$ cat config.mk
export PLATFORM = sky130hd
export DESIGN_NAME = evm_ballot_ctrl
export DESIGN_NICKNAME = d
export VERILOG_FILES = /design/src/rtl/evm_ballot_ctrl.sv
export SDC_FILE = /design/constraint.sdc
export NUM_CORES = 1
export LEC_CHECK = 0
export BUFFER_PORTS_ARGS = -buffer_cell sky130_fd_sc_hd__clkbuf_2
export CELL_PAD_IN_SITES_DETAIL_PLACEMENT = 0
export CELL_PAD_IN_SITES_GLOBAL_PLACEMENT = 1
export CORE_UTILIZATION = 45
export DETAILED_ROUTE_END_ITERATION = 8
export GPL_TIMING_DRIVEN = 0
export PLACE_DENSITY = 0.84
export SLEW_MARGIN = 30
export SYNTH_ARGS = -nofsm -noshare
export SYNTH_HDL_FRONTEND = slang
export SYNTH_SLANG_ARGS = --single-unit
$ cat constraint.sdc
create_clock -name clk -period 6.2 [get_ports clk]
set_input_delay 1.24 -clock clk [delete_from_list [all_inputs] [get_ports clk]]
set_output_delay 1.24 -clock clk [all_outputs]
set_load 0.005 [all_outputs]
$ cat src/rtl/evm_ballot_ctrl.sv
// Electronic voting machine core: one ballot per officer arm, saturating per-channel
// counters, confirmation LEDs and registered total/winner/tie results.
module evm_ballot_ctrl #(
  parameter int N_CAND   = 5,
  parameter int NOTA_EN  = 1,
  parameter int CNT_W    = 8,
  parameter int LED_HOLD = 2,
  localparam int WIN_W   = $clog2(N_CAND + 1),
  localparam int TOT_W   = CNT_W + $clog2(N_CAND)
) (
  input  logic                      clk,
  input  logic                      rst,
  input  logic                      ballot_open,
  input  logic [N_CAND-1:0]         vo_switch,
  input  logic                      close_poll,
  input  logic                      clear,
  output logic                      ready,
  output logic                      vote_ack,
  output logic                      invalid,
  output logic                      overflow,
  output logic [N_CAND*CNT_W-1:0]   counts,
  output logic [TOT_W-1:0]          total,
  output logic [WIN_W-1:0]          winner,
  output logic                      tie,
  output logic [N_CAND-1:0]         pled,
  output logic                      poll_closed
);

  localparam int IDX_W  = $clog2(N_CAND);
  localparam int TMR_W  = $clog2(LED_HOLD + 1);
  localparam int N_RANK = (NOTA_EN != 0) ? N_CAND - 1 : N_CAND;

  typedef enum logic [1:0] {
    S_IDLE   = 2'd0,
    S_ARMED  = 2'd1,
    S_CLOSED = 2'd2
  } state_t;

  state_t                          state_q, state_d;
  logic [N_CAND-1:0][CNT_W-1:0]    cnt_q, cnt_d;
  logic [N_CAND-1:0][TMR_W-1:0]    tmr_q, tmr_d;
  logic [N_CAND-1:0]               pled_q, pled_d;
  logic [N_CAND-1:0]               load_s;
  logic                            ready_q, ready_d;
  logic                            ack_q, ack_d;
  logic                            inv_q, inv_d;
  logic                            ovf_q, ovf_d;
  logic                            closed_q, closed_d;
  logic [TOT_W-1:0]                total_q, total_d;
  logic [WIN_W-1:0]                winner_q, winner_d;
  logic                            tie_q, tie_d;
  logic [IDX_W-1:0]                sel_idx_s;
  logic                            sw_onehot_s;
  logic [CNT_W-1:0]                max_v_s;
  logic [WIN_W-1:0]                max_idx_s;
  logic                            multi_s;

  // Decode the voter switches: one-hot test and selected channel index.
  always_comb begin
    sw_onehot_s = (vo_switch != {N_CAND{1'b0}}) &&
                  ((vo_switch & (vo_switch - N_CAND'(1))) == {N_CAND{1'b0}});
    sel_idx_s = {IDX_W{1'b0}};
    for (int i = 0; i < N_CAND; i++) begin
      sel_idx_s = vo_switch[i] ? IDX_W'(i) : sel_idx_s;
    end
  end

  // Ballot FSM next state, counter updates and pulse outputs.
  always_comb begin
    state_d = state_q;
    cnt_d   = cnt_q;
    ovf_d   = ovf_q;
    ack_d   = 1'b0;
    inv_d   = 1'b0;
    load_s  = {N_CAND{1'b0}};
    case (state_q)
      S_IDLE: begin
        if (close_poll) begin
          state_d = S_CLOSED;
        end else if (ballot_open) begin
          state_d = S_ARMED;
        end else begin
          state_d = S_IDLE;
        end
        if (clear) begin
          cnt_d = '0;
          ovf_d = 1'b0;
        end else begin
          cnt_d = cnt_q;
        end
      end
      S_ARMED: begin
        if (close_poll) begin
          state_d = S_CLOSED;
        end else if (sw_onehot_s) begin
          if (cnt_q[sel_idx_s] != {CNT_W{1'b1}}) begin
            cnt_d[sel_idx_s]  = cnt_q[sel_idx_s] + CNT_W'(1);
            ack_d             = 1'b1;
            load_s[sel_idx_s] = 1'b1;
            state_d           = S_IDLE;
          end else begin
            // Saturated channel: refuse, flag, and keep the ballot open for another choice.
            inv_d = 1'b1;
            ovf_d = 1'b1;
          end
        end else if (vo_switch != {N_CAND{1'b0}}) begin
          inv_d = 1'b1;
        end else begin
          state_d = S_ARMED;
        end
      end
      S_CLOSED: begin
        state_d = S_CLOSED;
        if (clear) begin
          cnt_d = '0;
          ovf_d = 1'b0;
        end else begin
          cnt_d = cnt_q;
        end
      end
      default: begin
        state_d = S_IDLE;
      end
    endcase
    ready_d  = (state_d == S_ARMED);
    closed_d = (state_d == S_CLOSED);
  end

  // LED hold timers: reload on an accepted vote, otherwise count down to zero.
  always_comb begin
    tmr_d  = tmr_q;
    pled_d = {N_CAND{1'b0}};
    for (int i = 0; i < N_CAND; i++) begin
      if (load_s[i]) begin
        tmr_d[i] = TMR_W'(LED_HOLD);
      end else if (tmr_q[i] != {TMR_W{1'b0}}) begin
        tmr_d[i] = tmr_q[i] - TMR_W'(1);
      end else begin
        tmr_d[i] = tmr_q[i];
      end
      pled_d[i] = (tmr_d[i] != {TMR_W{1'b0}});
    end
  end

  // Results from the current counts; NOTA is summed but never ranked.
  always_comb begin
    total_d   = {TOT_W{1'b0}};
    max_v_s   = {CNT_W{1'b0}};
    max_idx_s = {WIN_W{1'b0}};
    multi_s   = 1'b0;
    for (int i = 0; i < N_CAND; i++) begin
      total_d = total_d + TOT_W'(cnt_q[i]);
    end
    for (int i = 0; i < N_RANK; i++) begin
      if (cnt_q[i] > max_v_s) begin
        max_v_s   = cnt_q[i];
        max_idx_s = WIN_W'(i + 1);
        multi_s   = 1'b0;
      end else if (cnt_q[i] == max_v_s) begin
        multi_s = 1'b1;
      end else begin
        multi_s = multi_s;
      end
    end
    if ((max_v_s != {CNT_W{1'b0}}) && !multi_s) begin
      winner_d = max_idx_s;
    end else begin
      winner_d = {WIN_W{1'b0}};
    end
    tie_d = (max_v_s != {CNT_W{1'b0}}) && multi_s;
  end

  // State and output registers.
  always_ff @(posedge clk or posedge rst) begin
    if (rst) begin
      state_q  <= S_IDLE;
      cnt_q    <= '0;
      tmr_q    <= '0;
      pled_q   <= {N_CAND{1'b0}};
      ready_q  <= 1'b0;
      ack_q    <= 1'b0;
      inv_q    <= 1'b0;
      ovf_q    <= 1'b0;
      closed_q <= 1'b0;
      total_q  <= {TOT_W{1'b0}};
      winner_q <= {WIN_W{1'b0}};
      tie_q    <= 1'b0;
    end else begin
      state_q  <= state_d;
      cnt_q    <= cnt_d;
      tmr_q    <= tmr_d;
      pled_q   <= pled_d;
      ready_q  <= ready_d;
      ack_q    <= ack_d;
      inv_q    <= inv_d;
      ovf_q    <= ovf_d;
      closed_q <= closed_d;
      total_q  <= total_d;
      winner_q <= winner_d;
      tie_q    <= tie_d;
    end
  end

  assign ready       = ready_q;
  assign vote_ack    = ack_q;
  assign invalid     = inv_q;
  assign overflow    = ovf_q;
  assign counts      = cnt_q;
  assign total       = total_q;
  assign winner      = winner_q;
  assign tie         = tie_q;
  assign pled        = pled_q;
  assign poll_closed = closed_q;

endmodule

After elaboration in Yosys (flattened, before gate mapping)
Index checks and enable logic that the tools add are counted.
{ "op_classes": {"mux": 68, "n_reduce_logical": 24, "bitwise": 1, "n_addsub": 11, "n_lt_le_gt_ge": 6, "eq_ne": 13} }
{ "op_table": {"columns": ["operator", "count"], "rows": [
  ["40-bit two-way mux", 4],
  ["40-bit one-hot mux with 2 select lines", 1],
  ["8-bit two-way mux", 6],
  ["40-bit bitwise mux", 1],
  ["2-bit two-way mux", 18],
  ["1-bit two-way mux", 25],
  ["8-bit binary-select mux with 3-bit select", 1],
  ["8-bit demux with 3-bit select", 1],
  ["8-bit equality test", 3],
  ["8-bit > comparator", 3],
  ["2-bit nonzero test", 11],
  ["5-bit two-way mux", 4],
  ["3-bit two-way mux", 4],
  ["10-bit by 8-bit adder with 11-bit output", 1],
  ["11-bit by 8-bit adder with 11-bit output", 1],
  ["9-bit by 8-bit adder with 10-bit output", 1],
  ["5-bit AND reduction", 2],
  ["2-bit by 1-bit subtractor with 2-bit output (second input constant)", 5],
  ["8-bit by 8-bit adder with 9-bit output", 1],
  ["8-bit by 1-bit adder with 8-bit output (second input constant)", 1],
  ["8-bit by 1-bit > comparator with 1-bit output (second input constant)", 1],
  ["8-bit zero test", 1],
  ["2-bit != test (second input constant)", 4],
  ["8-bit != test (second input constant)", 1],
  ["17 further kinds", 22]
]} }
{ "word_totals": {"output_inout_bits": 65, "ff_bits": 77, "wordCells": 143, "input_bits": 10} }

Depth between registers and ports, before layout
Gate-level depths: netlist (run 1).
{ "logic_depth": {"word_depth": 14, "mapped_depth": 24, "depth_no_buf": 22} }

Worst setup path after synthesis (run 1)
Ideal clock, no wire load.
{ "synth_path": {"path_type": "reg2reg", "start": "register cnt_q (netlist bit counts[1])", "end": "register winner_q[1], in the netlist winner[1]", "setup_time_ns": 0.077, "path_buffers": 2, "arrival_ns": 4.390, "period_less_slack_ns": 4.468, "stages_incl_launch_ff": 24, "setup_slack_ns": 1.732, "t_required_ns": 6.123, "path_cell_list": "dfrtp_1 -> inv_1 -> ha_1 -> nor2b_1 -> o211ai_1 -> a21o_1 -> buf_1 -> nand3_1 -> o21a_1 -> ha_1 -> nor2b_1 -> o211ai_1 -> a211o_1 -> and2_1 -> buf_2 -> a31oi_1 -> inv_1 -> ha_1 -> a21o_1 -> a21o_1 -> a21oi_1 -> o21ai_0 -> a211o_1 -> a21oi_1"} }
{ "synth_via": {"elab_chain_cells": 12, "word_cells_on_any_way": 27, "cone_classes": "order compare (4); eq/ne (3); mux (16); reduce/logical (4)"} }
{ "synth_lines": {"columns": ["element", "line_no", "rtl"], "rows": [
  ["start, declared", "40", "logic [N_CAND-1:0][CNT_W-1:0] cnt_q, cnt_d;"],
  ["start signal, assigned", "190", "cnt_q <= cnt_d;"],
  ["parallel branches: the longest is 11 deep, another holds 8-bit by 1-bit > comparator with 1-bit output", null, null],
  ["3-bit two-way mux *", "165", "if ((max_v_s != {CNT_W{1'b0}}) && !multi_s) begin"],
  ["net winner_d[1]", "50", "logic [WIN_W-1:0] winner_q, winner_d;"],
  ["end signal, assigned", "186", "winner_q <= {WIN_W{1'b0}};"],
  ["end signal, assigned", "199", "winner_q <= winner_d;"],
  ["end, declared", "50", null]
]} }
Mark *: on every way through the listed nets, which the timed path passes.
A chain may end at the register's enable or synchronous reset.

Worst setup path in the final report (run 1)
Same ends and word-level chain as after synthesis.

==> results of run 1 <==
## logic make-up after synthesis
group                      Yosys count
muxes                                9
AOI/OAI and AO/OA                  137
adders and majority gates           59
buffers and inverters               56
DFF                                 77
and+or+nand+nor                    157
xor gates and xnor gates            14
## cells in the mapped netlist (5+ instances only)
cell type,number
a21bo_2,5
fa_1,23
o31ai_1,6
nor4_1,6
a31oi_1,7
a21oi_1,28
and2_1,7
inv_1,37
o21ai_0,20
o211ai_1,6
dfrtp_1,77
o2bb2ai_1,21
xnor2_1,5
nor2_1,9
nand4_1,7
nor3b_1,7
a21o_1,9
xor2_1,8
clkbuf_1,6
a22o_1,5
ha_1,36
nand2_1,52
nand2b_1,10
mux2_2,5
nor2b_1,14
nand3_1,24
## power by group
part           total (mW)  internal [mW]  leakage, nW  switching (mW)
registers           0.506          0.504         1.06         0.00196
clock network       0.534          0.315        0.140           0.219
logic              0.0752         0.0244         1.78          0.0508
total                1.12          0.844         2.98           0.272
## area by class of cell
type                       instances  area, um2  area share, %
multi-input combinational        376       2980           49.4
inverter                          38        145           2.40
buffer                            18        114           1.89
clock inverter                     6       71.3           1.18
clock buffer                      10        229           3.79
sequential                        77       1930           31.9
timing repair buffer              74        393           6.51
tap                              140        175           2.90
## layer usage
| metal | vias up | GRT usage [%] | part of all wire, % |
|---|---|---|---|
| met1 | 2162 | 36.3 | 45 |
| met2 | 164 | 42.5 | 47 |
| met4 | 0 | 8.59 | 1.6 |
| met3 | 26 | 4.84 | 5.7 |
| met5 | - | 0 | 0 |
| li1 | 2003 | - | - |
## metrics by stage
step	setup slack (ns)	total power, mW
after floorplan	1.73	0.566
after global routing	0.137	1.15
after CTS	0.616	1.13
after global placement	0.703	0.587
after detailed placement	0.649	0.591
final	0.433	1.12
## flip-flops by register name, summed over array words and instances, names as in the netlist
| register | flops |
|---|---|
| counts | 40 |
| invalid | 1 |
| overflow | 1 |
| pled | 5 |
| poll_closed | 1 |
| ready | 1 |
| state_q | 2 |
| tie | 1 |
| tmr_q | 10 |
| total | 11 |
| vote_ack | 1 |
| winner | 3 |
## how the worst min path moves through the flow
stage / startpoint / end / slack [ns] / cells past startpoint
floorplan: tmr_q[6] / tmr_q[6] / 0.41 / 1
global placement: tmr_q[6] / tmr_q[6] / 0.42 / 1
detailed placement: tmr_q[6] / tmr_q[6] / 0.43 / 1
CTS: tmr_q[6] / tmr_q[6] / 0.43 / 1
global route: tmr_q[6] / tmr_q[6] / 0.46 / 1
finish: tmr_q[6] / tmr_q[6] / 0.43 / 1
==> impl_metrics.json, run 1 <==
{
  "status": "finished clean",
  "synthFlopType": "dfrtp_1",
  "final.fill_count": 1017,
  "crit_chain": "inv_1, ha_1, nor2b_1, o211ai_1, a21o_1, buf_1, nand3_1, and2_1, ha_1, nand4_1, a211o_1, and2_1, buf_2, a31oi_1, inv_1, ha_1, a21o_1, a21o_1, a21oi_1, o21ai_0, a211o_1, a21oi_1",
  "gp_congestion": 0.886,
  "crit_fanout": 10,
  "numCtsBuffers": 9,
  "synth_nets": 578,
  "critPathBufInv": 4,
  "worst_slew_pin_slew_ns": 0.828,
  "grt-ovfl-total": 0,
  "hpwl_um": 11300,
  "first_global_vias": 4377,
  "track_usage_pct": 26.6,
  "tritoncts": "done",
  "leakagePower_nw": 2.98,
  "cts-root-buf": "clkbuf_16",
  "port_buffers": 73,
  "setup_tns_ns": 0,
  "fin_cells": 739,
  "wl_per_cell_um": 19.6,
  "layout_common_cells": "dfrtp_1, clkbuf_2, nand2_1",
  "synth_warnings": 0,
  "fmax_mhz": 173,
  "drv_slew": 0,
  "syn_avg_cell_area_um2": 10.1,
  "post_cts_buffers": 0,
  "synth_cells": 509,
  "worst_ep_required_time_ns": 6.46,
  "period_share_pct": 93.0,
  "synth_fa_ha_area_share_pct": 17.6,
  "initial_utilization_pct": 46.8,
  "fp.dieArea_um2": 11900,
  "clock_latency_ns": 0.34,
  "seq_area_frac_synth_pct": 37.3,
  "final_core_util_pct": 54.7,
  "clockBufferDepth": 2,
  "slowest_stage": "dfrtp_1",
  "fin_area_um2": 6040,
  "cts.sinks": 77,
  "cts-resized-gates": 0,
  "synth-compound-area-share_pct": 19.5,
  "hold_ws_ns": 0.430,
  "mostFrequentLayoutCell": "dfrtp_1",
  "hp-class": "reg -> reg",
  "arrival_ns": 6.03,
  "cts.htree.levels": 3,
  "boundaryPins": 75,
  "synth_top_family_by_area": "compound AO/OA/AOI/OAI gates",
  "synth-edff-count": 0,
  "antenna_found_initial": 0,
  "crit_type": "reg -> reg",
  "cp-end-kind": "flip-flop",
  "async_flop_share_pct": 100,
  "p_per_area_nw_per_um2": 185,
  "syn_area_um2": 5170,
  "synth_mux_area_share_pct": 1.86,
  "rows": 38,
  "rsz0062_at_grt": "false",
  "r2r_slack_ns": 0.43,
  "synth_xor_area_share_pct": 2.52,
  "fin_crit_ns": 5.77,
  "vias_per_cell": 5.89,
  "yosysUniqueCellTypes": 65,
  "drtIter0Drc": 224,
  "areaGrowthSynthToFinish_pct": 16.9,
  "reg2reg_depth": 22,
  "dp_cells": 723,
  "routed_wl_um": 14500,
  "vias": 4355,
  "antenna_left": 0,
  "drv_cap": 0,
  "grt_first_pass_wirelength_um": 23500,
  "setup_viol": 0,
  "worstReg2RegEnd": "winner[1]",
  "finalHoldViolations": 0,
  "route.detailed.drc": 0,
  "max_slew_margin_pct": 44.7,
  "hold_buffers": 0,
  "die_x_um": 109,
  "drive_gt1_share_pct": 20.5,
  "crit_end": "winner[1]",
  "path_clk_slew_ns": 0.06,
  "startpoint": "counts[1]",
  "synth_top_area_share_pct": 37.3,
  "synth-simple-area-share_pct": 16.3,
  "synth_seq_cells": 77,
  "fp.dieH_um": 109,
  "max-vdd-ir-drop_mv": 0.179,
  "finClkSkew_ns": 0.00715,
  "critPathLaunchType": "flip-flop",
  "fin_nets": 663,
  "core_um2": 11000,
  "cp_top_family": "compound AO/OA/AOI/OAI gates",
  "diodes": 0,
  "placed_cell_area_um2": 5740,
  "r2r_start": "counts[1]",
  "slowest_delay_ns": 0.56,
  "path_depth": 22,
  "grt_max_degree": 48,
  "synth_top_cell_by_area": "dfrtp_1",
  "ys_top_cells_by_area": "dfrtp_1, fa_1, ha_1, nand2_1, o2bb2ai_1",
  "first_pass_iters": 5
}
(Power assumes the default switching activity.)
==> inputs of run 2 (changes only) <==
--- a/config.mk
+++ b/config.mk
@@ -12,6 +12,7 @@
 export DETAILED_ROUTE_END_ITERATION = 8
 export GPL_TIMING_DRIVEN = 0
 export PLACE_DENSITY = 0.84
+export REMOVE_ABC_BUFFERS = 1
 export SLEW_MARGIN = 30
 export SYNTH_ARGS = -nofsm -noshare
 export SYNTH_HDL_FRONTEND = slang
==> run 2 against run 1 <==
  * Clock-buffer cell count shrank 1
  * Routed wire length down 5.4%
  * Die area unchanged
  * Total power is 2.6% higher
  * Final area shrank 1.5%
  * Critical path depth shrank 1
  * Sequential share of layout area is 0.48 points higher
  * Non-clock buffer count shrank 17
  * Clock skew is 0.0042 ns lower
  * First-iteration DRC count shrank 4.0%
  * Cell count decreased by 2.3%
  * Utilization is 0.81 points lower
  * Critical endpoint unchanged
==> impl_metrics.json, run 2 (synthesis results as in run 1) <==
{
  "status": "finished clean",
  "holdPathEnd": "tmr_q[6]",
  "layout_common_cells": "dfrtp_1, clkbuf_2, nand2_1",
  "finClkSkew_ns": 0.00299,
  "gp_congestion": 0.860,
  "core_um2": 11000,
  "vias": 4330,
  "worst_slew_pin_slew_ns": 0.788,
  "setup_viol": 0,
  "die_x_um": 109,
  "final_core_util_pct": 53.9,
  "cts.sinks": 77,
  "first_pass_iters": 5,
  "final.fill_count": 1012,
  "fin_crit_ns": 5.60,
  "cts.htree.levels": 3,
  "rsz0062_at_grt": "false",
  "min_from": "tmr_q[6]",
  "reg2reg_depth": 21,
  "grt_first_pass_wirelength_um": 22100,
  "port_buffers": 74,
  "leakagePower_nw": 2.94,
  "worst_ep_required_time_ns": 6.46,
  "post_cts_buffers": 0,
  "crit_type": "reg -> reg",
  "arrival_ns": 5.86,
  "route.detailed.drc": 0,
  "routed_wl_um": 13700,
  "rows": 38,
  "path_clk_slew_ns": 0.06,
  "areaGrowthSynthToFinish_pct": 15.1,
  "switching_share_pct": 23.2,
  "p_per_area_nw_per_um2": 192,
  "power_frac_seq_pct": 44.2,
  "tritoncts": "done",
  "numCtsBuffers": 9,
  "initial_utilization_pct": 46.8,
  "r2r_slack_ns": 0.60,
  "dpl_worst_slack_ns": 0.805,
  "pwr-share-comb_pct": 6.1,
  "boundaryPins": 75,
  "period_share_pct": 90.3,
  "critPathLaunchType": "flip-flop",
  "fp.dieH_um": 109,
  "fin_nets": 646,
  "cts-resized-gates": 0,
  "finalHoldViolations": 0,
  "hold_buffers": 0,
  "worst_slack_ns": 0.604,
  "r2r_start": "counts[5]",
  "drtIter0Drc": 215,
  "first_global_vias": 4271,
  "max_slew_margin_pct": 47.2,
  "diodes": 0,
  "power.switching_mw": 0.266,
  "cts-root-buf": "clkbuf_16",
  "vias_per_cell": 6.00,
  "setup_tns_ns": 0,
  "track_usage_pct": 25.0,
  "largest_register_ff_count": 40,
  "clock_latency_ns": 0.34,
  "drive_gt1_share_pct": 19.8,
  "worstHoldPathCells": 1,
  "antenna_left": 0,
  "hold_ws_ns": 0.432,
  "worstReg2RegEnd": "winner[1]",
  "grt-ovfl-total": 0,
  "grt_max_degree": 40,
  "p_clk_share_pct": 49.7,
  "fp.dieArea_um2": 11900,
  "antenna_found_initial": 0,
  "hpwl_um": 10300,
  "hp-class": "reg -> reg",
  "p_int_mw": 0.879,
  "fmax_mhz": 179,
  "mostFrequentLayoutCell": "dfrtp_1",
  "crit_fanout": 15,
  "clockBufferDepth": 2,
  "drv_cap": 0,
  "drv_slew": 0,
  "wl_per_cell_um": 19.0,
  "cp-end-kind": "flip-flop",
  "max-vdd-ir-drop_mv": 0.174
}
## run 2: changes by cell type in the layout (fill, tap and decap cells not counted)
cell | before | now
buf_1 | 1 | 0
buf_12 | 0 | 1
buf_16 | 1 | 0
buf_2 | 4 | 0
buf_4 | 4 | 0
buf_6 | 2 | 0
buf_8 | 1 | 0
bufinv_16 | 1 | 2
clkbuf_1 | 7 | 0
clkbuf_2 | 73 | 74
clkinv_2 | 0 | 1
clkinv_4 | 1 | 0
nor3_1 | 3 | 2
nor3_2 | 0 | 1
## run 2: worst max path at each step
| stage | start | endpoint | slack (ns) | cells after the start |
|---|---|---|---|---|
| 2_1_floorplan | counts[7] | winner[1] | 1.75 | 22 |
| 3_3_place_gp | counts[7] | winner[1] | 0.94 | 21 |
| 3_5_place_dp | counts[7] | winner[1] | 0.80 | 21 |
| 4_1_cts | counts[5] | winner[1] | 0.77 | 21 |
| 5_1_grt | counts[7] | winner[1] | 0.35 | 21 |
| 6_report | counts[5] | winner[1] | 0.60 | 21 |
## run 2: per-stage QoR
step / instance area, um2 / instances / total power, mW
2_1_floorplan: 5050 / 491 / 0.556
3_3_place_gp: 5600 / 705 / 0.581
3_5_place_dp: 5630 / 706 / 0.585
4_1_cts: 5950 / 722 / 1.16
5_1_grt: 5950 / 722 / 1.19
6_report: 5950 / 722 / 1.14
## run 2: cell type report
cell class	instances	area (um2)	share of cell area (%)
clock inverter	7	97.6	1.64
sequential	77	1930	32.4
multi-input combinational	376	2990	50.2
clock buffer	9	225	3.79
inverter	38	145	2.44
tap	140	175	2.94
timing repair buffer	75	390	6.56
## run 2: worst max-delay path, cell delays in order, from the launching register on
cell	delay, ns
dfrtp_1	0.56
inv_1	0.12
ha_1	0.32
a21oi_1	0.06
o21ai_0	0.30
nand2_1	0.39
and2_0	0.38
o21a_1	0.21
ha_1	0.28
nor2b_1	0.14
o211ai_1	0.09
a211o_1	0.37
and2_1	0.36
a31oi_1	0.34
inv_1	0.08
ha_1	0.30
a21o_1	0.16
a21o_1	0.17
a21oi_1	0.27
o21ai_0	0.20
a211o_1	0.30
a21oi_1	0.11
## run 2: power by group through the flow
stage,Sequential [mW],Clock [mW],Combinational [mW]
2_1_floorplan,0.515,0,0.0410
3_3_place_gp,0.516,0,0.0655
3_5_place_dp,0.515,0,0.0697
4_1_cts,0.506,0.579,0.0702
5_1_grt,0.506,0.603,0.0777
6_report,0.506,0.569,0.0696
## run 2: routing by layer
layer	part of all wire (%)	routed length, um	global-route usage [%]	vias up
met3	6.8	934	6.16	29
met4	2.9	397	10.4	0
met1	44	6040	32.7	2162
met2	46	6330	39.4	169
li1	-	-	-	1970
met5	0	0	0	-
==> inputs of run 3 (changes only) <==
--- a/config.mk
+++ b/config.mk
@@ -5,11 +5,11 @@
 export SDC_FILE = /design/constraint.sdc
 export NUM_CORES = 1
 export LEC_CHECK = 0
-export BUFFER_PORTS_ARGS = -buffer_cell sky130_fd_sc_hd__clkbuf_2
 export CELL_PAD_IN_SITES_DETAIL_PLACEMENT = 0
 export CELL_PAD_IN_SITES_GLOBAL_PLACEMENT = 1
-export CORE_UTILIZATION = 45
+export CORE_UTILIZATION = 50
 export DETAILED_ROUTE_END_ITERATION = 8
+export DONT_BUFFER_PORTS = 1
 export GPL_TIMING_DRIVEN = 0
 export PLACE_DENSITY = 0.84
 export REMOVE_ABC_BUFFERS = 1
==> run 3 against run 2 <==
  * Non-clock buffer count shrank 74
  * Clock-buffer cell count rose by 1
  * Critical path depth is the same
  * Utilization grew 1.0 points
  * Clock power down 34%
  * Highest routed layer unchanged
==> impl_metrics.json, run 3 (synthesis results as in run 1) <==
{
  "status": "finished clean",
  "areaGrowthSynthToFinish_pct": 5.40,
  "mostFrequentLayoutCell": "dfrtp_1",
  "antenna_left": 0,
  "tritoncts": "done",
  "drv_cap": 0,
  "wl_met1_um": 5800,
  "vias": 4015,
  "routed_wl_um": 13400,
  "fin_nets": 572,
  "layout_common_cells": "dfrtp_1, nand2_1, inv_1, ha_1, a21oi_1",
  "fp.dieArea_um2": 10700,
  "leakagePower_nw": 2.54,
  "finClkSkew_ns": 0.00688,
  "crit_fanout": 15,
  "vias_per_cell": 6.26,
  "cts-root-buf": "clkbuf_8",
  "max-vdd-ir-drop_mv": 0.115,
  "worst_ep_required_time_ns": 6.48,
  "path_clk_slew_ns": 0.08,
  "dp_cells": 625,
  "first_global_vias": 4060,
  "cts-resized-gates": 0,
  "fmax_mhz": 181,
  "grt-ovfl-total": 0,
  "antenna_found_initial": 0,
  "hold_ws_ns": 0.438,
  "crit_type": "reg -> reg",
  "post_cts_buffers": 0,
  "die_x_um": 104,
  "rsz0062_at_grt": "false",
  "finalHoldViolations": 0,
  "cts.htree.levels": 3,
  "rows": 36,
  "track_usage_pct": 26.4,
  "cts.sinks": 77,
  "critPathLaunchType": "flip-flop",
  "numCtsBuffers": 9,
  "drive_gt1_share_pct": 7.87,
  "fin_cells": 641,
  "worst_slew_pin_slew_ns": 0.865,
  "power_mw": 0.938,
  "fp.dieH_um": 104,
  "diodes": 0,
  "gp_congestion": 0.865,
  "largest_register_ff_count": 40,
  "setup_viol": 0,
  "dr.max_layer_used": "met4",
  "drtIter0Drc": 245,
  "dr_wl_met2_um": 6310,
  "fin_crit_ns": 5.51,
  "grt_first_pass_wirelength_um": 22000,
  "arrival_ns": 5.80,
  "route.detailed.drc": 0,
  "hold_buffers": 0,
  "initial_utilization_pct": 52.1,
  "setup_tns_ns": 0,
  "period_share_pct": 88.9,
  "port_buffers": 0,
  "drv_slew": 0,
  "clockBufferDepth": 2,
  "grt_max_degree": 52,
  "clock_latency_ns": 0.36,
  "hp-class": "reg -> reg",
  "wl_met3_um": 1020,
  "wl_per_cell_um": 20.9,
  "cp-end-kind": "flip-flop",
  "core_um2": 9910,
  "boundaryPins": 75,
  "max_slew_margin_pct": 42.2,
  "hpwl_um": 10300,
  "first_pass_iters": 7,
  "p_per_area_nw_per_um2": 172
}
run 3: worst max-delay path: stages (launching register included):
cell and delay (ns):
dfrtp_1 0.57, inv_1 0.09, ha_1 0.30, nand2_1 0.05
o21ai_0 0.26, nand2_1 0.39, and2_0 0.39, o21a_1 0.21
ha_1 0.28, nor2b_1 0.14, o211ai_1 0.09, a211o_1 0.36
and2_1 0.35, a31oi_1 0.39, inv_1 0.09, ha_1 0.31
a21o_1 0.17, a21o_1 0.17, a21oi_1 0.24, o21ai_0 0.17
a211o_1 0.29, a21oi_1 0.12
run 3: cell type report:
| class | count | area, um2 |
|---|---|---|
| Fill cell | 889 | 4460 |
| Multi-Input combinational cell | 376 | 2990 |
| Sequential cell | 77 | 1930 |
| Tap cell | 133 | 166 |
| Inverter | 38 | 145 |
| Clock buffer | 10 | 128 |
| Clock inverter | 6 | 63.8 |
| Timing Repair Buffer | 1 | 27.5 |
run 3: metrics by stage:
step,util (%),setup WS [ns],instance area (um2)
after CTS,54.9,0.740,5450
after global routing,54.9,0.248,5450
after floorplan,-,1.75,5050
after global placement,52.7,0.847,5220
after detailed placement,53.0,0.759,5250
final,54.9,0.687,5450
run 3: metal layers:
metal,track usage (%),up-vias
met3,6.61,20
met1,35.0,2003
met5,0,-
met4,8.47,0
li1,-,1828
met2,42.6,164
run 3: path summary, 6_finish.rpt:
kind,to,slack [ns],depth (start not counted),from
worst min-delay path,tmr_q[6],0.44,1,tmr_q[6]
min in group asynchronous,pled[4],0.73,1,rst
worst max register to register,winner[1],0.69,21,counts[6]
max in group asynchronous,counts[7],4.89,2,rst
worst max-delay path,winner[1],0.69,21,counts[6]
worst min register to register,tmr_q[6],0.44,1,tmr_q[6]
run 3: power by group:
part	total [mW]	internal [mW]	switching, mW
clock	0.376	0.185	0.191
sequential	0.506	0.503	0.00237
combinational	0.0562	0.0180	0.0382
total	0.938	0.707	0.231
